===== src/rtl/mem_port_arb.sv =====
// Arbitrates IF fetches and MEM data accesses onto one memory port: grants in IDLE, holds CSN low WAIT_CYC cycles, pulses RVALID.
// Tie-break is fixed D-priority by default; define MEM_ARB_RR_EN for round-robin on ties.
module mem_port_arb #(
  parameter int ADDR_W   = 12,
  parameter int DATA_W   = 32,
  parameter int WAIT_CYC = 1
) (
  input  logic                CLK,
  input  logic                RSTn,
  input  logic                I_REQ,
  input  logic [ADDR_W-1:0]   I_ADDR,
  output logic                I_GNT,
  output logic                I_RVALID,
  output logic [DATA_W-1:0]   I_RDATA,
  input  logic                D_REQ,
  input  logic                D_WE,
  input  logic [DATA_W/8-1:0] D_BE,
  input  logic [ADDR_W-1:0]   D_ADDR,
  input  logic [DATA_W-1:0]   D_WDATA,
  output logic                D_GNT,
  output logic                D_RVALID,
  output logic [DATA_W-1:0]   D_RDATA,
  output logic                ARB_BUSY,
  output logic                MEM_CSN,
  output logic                MEM_WEN,
  output logic [DATA_W/8-1:0] MEM_BE,
  output logic [ADDR_W-1:0]   MEM_ADDR,
  output logic [DATA_W-1:0]   MEM_DO,
  input  logic [DATA_W-1:0]   MEM_DI
);

  localparam int BE_W = DATA_W / 8;
  localparam logic [3:0] CNT_INIT = 4'(WAIT_CYC - 1);

  typedef enum logic [1:0] {IDLE, ACCESS, RESP} state_t;

  state_t              state_q, state_d;
  logic                owner_q, owner_d;  // 1 = data side owns the access
  logic [ADDR_W-1:0]   addr_q, addr_d;
  logic                we_q, we_d;
  logic [BE_W-1:0]     be_q, be_d;
  logic [DATA_W-1:0]   wdata_q, wdata_d;
  logic [3:0]          cnt_q, cnt_d;
  logic [DATA_W-1:0]   i_rdata_q, i_rdata_d;
  logic [DATA_W-1:0]   d_rdata_q, d_rdata_d;
  logic                i_win, d_win;
  logic                tie_pick_d;

`ifdef MEM_ARB_RR_EN
  logic last_d_q, last_d_d;

  assign tie_pick_d = ~last_d_q;

  always_comb begin
    last_d_d = last_d_q;
    if (i_win || d_win) last_d_d = d_win;
  end

  always_ff @(posedge CLK or negedge RSTn) begin
    if (!RSTn) last_d_q <= 1'b1;
    else       last_d_q <= last_d_d;
  end
`else
  assign tie_pick_d = 1'b1;
`endif

  always_comb begin
    state_d   = state_q;
    owner_d   = owner_q;
    addr_d    = addr_q;
    we_d      = we_q;
    be_d      = be_q;
    wdata_d   = wdata_q;
    cnt_d     = cnt_q;
    i_rdata_d = i_rdata_q;
    d_rdata_d = d_rdata_q;
    i_win     = 1'b0;
    d_win     = 1'b0;
    case (state_q)
      IDLE: begin
        if (I_REQ && D_REQ) begin
          d_win = tie_pick_d;
          i_win = ~tie_pick_d;
        end else begin
          i_win = I_REQ;
          d_win = D_REQ;
        end
        if (i_win || d_win) begin
          state_d = ACCESS;
          owner_d = d_win;
          cnt_d   = CNT_INIT;
          if (d_win) begin
            addr_d  = D_ADDR;
            we_d    = D_WE;
            be_d    = D_BE;
            wdata_d = D_WDATA;
          end else begin
            addr_d  = I_ADDR;
            we_d    = 1'b0;
          end
        end
      end
      ACCESS: begin
        if (cnt_q == 4'd0) begin
          state_d = RESP;
          if (!we_q) begin
            if (owner_q) d_rdata_d = MEM_DI;
            else         i_rdata_d = MEM_DI;
          end
        end else begin
          cnt_d = cnt_q - 4'd1;
        end
      end
      RESP:    state_d = IDLE;
      default: state_d = IDLE;
    endcase
  end

  always_ff @(posedge CLK or negedge RSTn) begin
    if (!RSTn) begin
      state_q   <= IDLE;
      owner_q   <= 1'b0;
      addr_q    <= '0;
      we_q      <= 1'b0;
      be_q      <= '0;
      wdata_q   <= '0;
      cnt_q     <= 4'd0;
      i_rdata_q <= '0;
      d_rdata_q <= '0;
    end else begin
      state_q   <= state_d;
      owner_q   <= owner_d;
      addr_q    <= addr_d;
      we_q      <= we_d;
      be_q      <= be_d;
      wdata_q   <= wdata_d;
      cnt_q     <= cnt_d;
      i_rdata_q <= i_rdata_d;
      d_rdata_q <= d_rdata_d;
    end
  end

  assign I_GNT    = i_win;
  assign D_GNT    = d_win;
  assign I_RVALID = (state_q == RESP) && !owner_q;
  assign D_RVALID = (state_q == RESP) && owner_q;
  assign I_RDATA  = i_rdata_q;
  assign D_RDATA  = d_rdata_q;
  assign ARB_BUSY = (state_q != IDLE);
  assign MEM_CSN  = (state_q != ACCESS);
  assign MEM_WEN  = !((state_q == ACCESS) && we_q);
  // Loads always read the full word regardless of the latched byte enables.
  assign MEM_BE   = (state_q != ACCESS) ? '0 : (we_q ? be_q : '1);
  assign MEM_ADDR = addr_q;
  assign MEM_DO   = wdata_q;

endmodule


===== config.mk =====
export PLATFORM = sky130hd
export DESIGN_NAME = mem_port_arb
export DESIGN_NICKNAME = d
export VERILOG_FILES = /design/src/rtl/mem_port_arb.sv
export SDC_FILE = /design/constraint.sdc
export NUM_CORES = 1
export LEC_CHECK = 0
export CAP_MARGIN = 10
export CORE_MARGIN = 4
export CORE_UTILIZATION = 50
export DETAILED_ROUTE_END_ITERATION = 8
export DONT_BUFFER_PORTS = 1
export GPL_TIMING_DRIVEN = 1
export HOLD_SLACK_MARGIN = 0.15
export MAX_ROUTING_LAYER = met4
export SETUP_SLACK_MARGIN = 0.05
export SLEW_MARGIN = 20
export SYNTH_ARGS = -nofsm -noshare
export SYNTH_HDL_FRONTEND = slang
export SYNTH_SLANG_ARGS = --single-unit

===== constraint.sdc =====
create_clock -name CLK -period 2.8 [get_ports CLK]
set_input_delay 0.56 -clock CLK [delete_from_list [all_inputs] [get_ports CLK]]
set_output_delay 0.56 -clock CLK [all_outputs]
set_load 0.005 [all_outputs]

---- Word level (Yosys, flattened, before mapping) ----
Cells that the tools add are included.
storage, ports and cells
  register bits after elaboration ......... 120
  input bits .............................. 97
  output and inout port bits .............. 119
  logic and storage cells ................. 51
cells by class
  $add $sub $neg .......................... 1
  equal/unequal tests ..................... 6
  muxes and demuxes ....................... 16
  bitwise gates (word level) .............. 2
  reductions and logical operators ........ 17
operators by type and width
  kind                                                                   number
  4-bit two-way mux                                                      4
  12-bit two-way mux                                                     1
  4-bit case mux with 2 select lines                                     1
  4-bit AND reduction                                                    2
  1-bit two-way mux                                                      7
  2-bit != test, second input constant                                   3
  3-bit AND reduction                                                    2
  1-bit logical AND                                                      4
  4-bit zero test                                                        1
  2-bit two-way mux                                                      2
  2-bit case mux with 2 select lines                                     1
  2-bit AND reduction                                                    2
  2-bit nonzero test                                                     2
  4-bit by 1-bit subtractor with 4-bit output, second input constant     1
  2-bit by 1-bit equality test with 1-bit output, second input constant  1
  2-bit equality test, second input constant                             1
  1-bit zero test                                                        2
  2-bit zero test                                                        1
  2-bit by 1-bit != test with 1-bit output, second input constant        1
  1-bit inverter                                                         2
  1-bit logical OR                                                       1

---- Depth between registers and ports, before layout ----
  depth in word-level cells ............... 6
  gate-level depth with buffers ........... 7
  gate-level depth less buffers ........... 5

---- Least setup slack after synthesis ----
Ideal clock, no wire load.
  kind .................................... input port to flip-flop
  start point ............................. input D_REQ
  end point ............................... register wdata_q[19] (netlist: MEM_DO[19])
  library setup time ...................... 0.125 ns
  arrival time ............................ 1.929 ns
  required time ........................... 2.675 ns
  setup slack ............................. 0.746 ns
  cell stages on the path ................. 5
  path buffers ............................ 3
  cells stage by stage .................... clkbuf_1 > and2_1 > clkbuf_1 > buf_2 > mux2_2
on the way
  word-level cells in the longest chain between the ends .. 5
  elaborated cells on any way between the ends .. 7
  classes of those cells .................. mux (4); reduce/logical (3)
ends and longest elaborated chain
  item                                      line  RTL
  start, declared                           15    input logic D_REQ,
  1-bit logical AND                         81    if (I_REQ && D_REQ) begin
  1-bit two-way mux                         81
  1-bit two-way mux                         79    case (state_q)
  1-bit logical OR                          88    if (i_win || d_win) begin
  3-bit AND reduction (no source line) (*)  n/a
  end signal, assigned                      136   wdata_q <= wdata_d;
  end, declared                             42    logic [DATA_W-1:0] wdata_q, wdata_d;
Every way passes the cells marked *; elsewhere a longest branch is shown, timed or not. The select of a mux whose other input is x is not followed.
A chain may end at the register's enable or synchronous reset.

---- Worst setup path after layout ----
  start point ............................. register state_q[0]
  end point ............................... output D_GNT
on the way
  word-level cells in the longest chain between the ends .. 2
ends and longest elaborated chain
  item                    line  RTL
  start, declared         37    state_t state_q, state_d;
  start signal, assigned  131   state_q <= state_d;
  2-bit zero test         79
  1-bit two-way mux       79
  end, declared           20    output logic D_GNT,
Every way passes these cells.

==> reports/summary.txt <==
Final cycle utilization of the critical path = 82.18%
Vias post-DR = 2598
Congestion Overflow GR = 0
Die area = 11750 µm²
Synthesized instance count = 320
Unrepaired setup endpoints after global routing = false
Synth Cell Area = 5041 µm²
Most frequent cells in the layout = 120 x dfrtp_1, 60 x mux2_4, 40 x mux2_2, 30 x o21ai_0, 16 x clkbuf_16
Worst-Skew Late Latency = 500 ps
NumNets Final = 425
Total Neg Setup Slack = 0 ps
CTS tree = done
LEAKAGE = 2.660 nW
Layout cells sized above 1 = 40.71%
Antenna-violating nets left = 0
Mapped Nets = 419
Worst hold slack = -247.9 ps
Ys Warns = 0
Chip width = 108.4 µm
Net Sw Frac = 29.95%
Tot Pwr = 0.007304 W
Clk_skew = 6.911 ps
Clock sink count = 120
Initial antenna violation count = 0
Status = finished, violations left
Violated checks = negative hold slack
CP peak stage delay = 410 ps
VDD IR max = 432.2 µV
Vias in the first global route = 2819
Largest net degree at the start of global routing = 121
Combinational share of power = 25.9%
# resized after CTS = 0
Bufs on Longest Clock Path = 2
DPL Wire Length = 7.124 mm
Vias per std cell = 5.504
PnR worst setup slack = 499.1 ps
Worst Path Required = 2240 ps
Placer Congestion = 0.7731
Crit path max fanout = 38
Final min period = 2301 ps
Worst r2r src = state_q[1]$_DFFE_PN0P_
Largest area contributor in the netlist = dfrtp_1
Final WL = 10.37 mm
Total core area = 9774 µm²
Final hold violation count = 120
Power share of the clock group = 27.8%
TritonCTS buffer count = 17
Die Y = 108.4 µm
Worst-path cell chain = nor2_1 > and2_1 > buf_4
Starting density of the core = 51.57%
Commonest non-fill, non-tap cell in the layout = dfrtp_1
Post-synthesis sequential area ratio = 59.57%
NetSw = 0.002187 W
Ant. Diodes = 0
Critical path startpoint category = flip-flop
F_max = 434.6 MHz
Clock slew at reported path FFs = 50 ps
1st-iter DRT viols = 92
First-pass GRT wire length = 15.66 mm
Clock root cell = clkbuf_8
Synth top area cells = dfrtp_1 60%, mux2_4 18%, mux2_2 8.9%
H-Tree Depth = 4
Slew Viols, Final = 0
DRT Pass-1 Iters = 4
Synth cell types = 25
Seq pwr share = 46.3%
Yosys reg bits = 120
R2R Setup Slk = 500 ps
Port Buffer Count = 0
Worst hold path type = in -> async
Post-synth top area share = 59.57%
Max-cap violations = 0
Wire length per cell = 21.98 µm
Slowest CP cell = buf_4
Worst r2r dst = I_RDATA[12]$_DFFE_PN0P_
CP endpoint kind = output port
Post-CTS setup buffers = 0
Slew HR = 45.09%
CP Class = reg -> out
I/O pins = 216
Syn avg cell area = 15.75 µm²
Worst slack, placed = 495.8 ps
Row cnt = 36
Area Overhead vs Synth = 11.57%
Slew @ Worst Pin = 820.6 ps
Reg2Reg Depth = 4
# setup viols final = 0
Gr usage total = 18.10%
DRC = 0
Pwr/cell area = 1299 nW/µm²
Int Power = 0.005116 W
Critical path data arrival time = 1740 ps
cells in the mapped netlist (all sizes together):
library cell  count
buf              10
nand2             3
o21ai            30
and2              1
inv              10
or3b              1
a21o              1
nor3b             2
mux2            100
nand2b            1
a22o              1
nor2              5
dfrtp           120
ha                2
a21oi             6
mux2i            14
nor2b             1
or4               3
or2               1
nand4b            1
clkbuf            7
per-stage QoR:
step / util [%] / instances / instance area, µm² / hold slack, ps
6_report: 57.54 / 472 / 5624 / -247.9
5_1_grt: 57.54 / 472 / 5624 / -283.7
4_1_cts: 57.54 / 472 / 5624 / -280.6
3_5_place_dp: 51.79 / 440 / 5062 / 267.8
3_3_place_gp: 51.79 / 440 / 5062 / 267.5
2_1_floorplan: - / 320 / 5041 / 264.4
power groups by stage:
stage / logic (W) / registers (W) / clock network, W
2_1_floorplan: 0.00177 / 0.00315 / 0
3_5_place_dp: 0.00191 / 0.00342 / 0
4_1_cts: 0.00191 / 0.00341 / 0.00209
3_3_place_gp: 0.00182 / 0.00342 / 0
5_1_grt: 0.00206 / 0.00350 / 0.00217
6_report: 0.00189 / 0.00338 / 0.00203
kinds of logic (layout without fill, tap and decap cells):
logic type / after synthesis / count (layout) / share of synthesized area [%]
DFF: 120 / 120 / 59.57
muxes: 114 / 114 / 29.59
AOI/OAI and AO/OA: 38 / 38 / 3.897
buffers and inverters: 27 / 46 / 4.269
and+or+nand+nor: 19 / 19 / 2.184
adders and majority gates: 2 / 2 / 0.4963
sequential cells by signal (all words and copies together), names as in the netlist:
| register | flops |
|---|---|
| be_q | 4 |
| MEM_ADDR | 12 |
| MEM_DO | 32 |
| state_q | 2 |
| I_RDATA | 32 |
| cnt_q | 4 |
| D_RDATA | 32 |
| we_q | 1 |
| owner_q | 1 |
layer usage:
| metal | share of wire, % | vias to the layer above | routed length, µm | track usage [%] |
|---|---|---|---|---|
| met5 | 0 | - | 0 | - |
| met2 | 47 | 145 | 4901 | 26.08 |
| met4 | 1.8 | 0 | 182 | 7.214 |
| li1 | - | 1135 | - | - |
| met1 | 38 | 1299 | 3985 | 21.27 |
| met3 | 13 | 19 | 1304 | 9.672 |
worst max-delay path: cells and delay by family (launching register included):
family / cells / cell delay, ps
AND/OR/NAND/NOR: 2 / 410
flip-flops: 1 / 400
buffers and inverters: 1 / 410
final cells by class:
type | instances | area (µm²)
multi-input combinational | 173 | 1826
timing repair buffer | 4 | 30.03
fill | 775 | 4150
tap | 133 | 166.4
clock buffer | 19 | 431.7
sequential | 120 | 3003
inverter | 10 | 37.54
clock inverter | 13 | 130.1
worst max-delay path by stage:
stage	startpoint	endpoint	slack [ps]
CTS	state_q[0]$_DFFE_PN0P_	D_GNT	450
global placement	state_q[1]$_DFFE_PN0P_	I_RDATA[19]$_DFFE_PN0P_	550
floorplan	D_REQ	MEM_DO[19]$_DFFE_PN0P_	750
detailed placement	state_q[1]$_DFFE_PN0P_	I_RDATA[12]$_DFFE_PN0P_	500
global route	state_q[0]$_DFFE_PN0P_	D_GNT	360
finish	state_q[0]$_DFFE_PN0P_	D_GNT	500
Power figures use the tool's default switching activity.
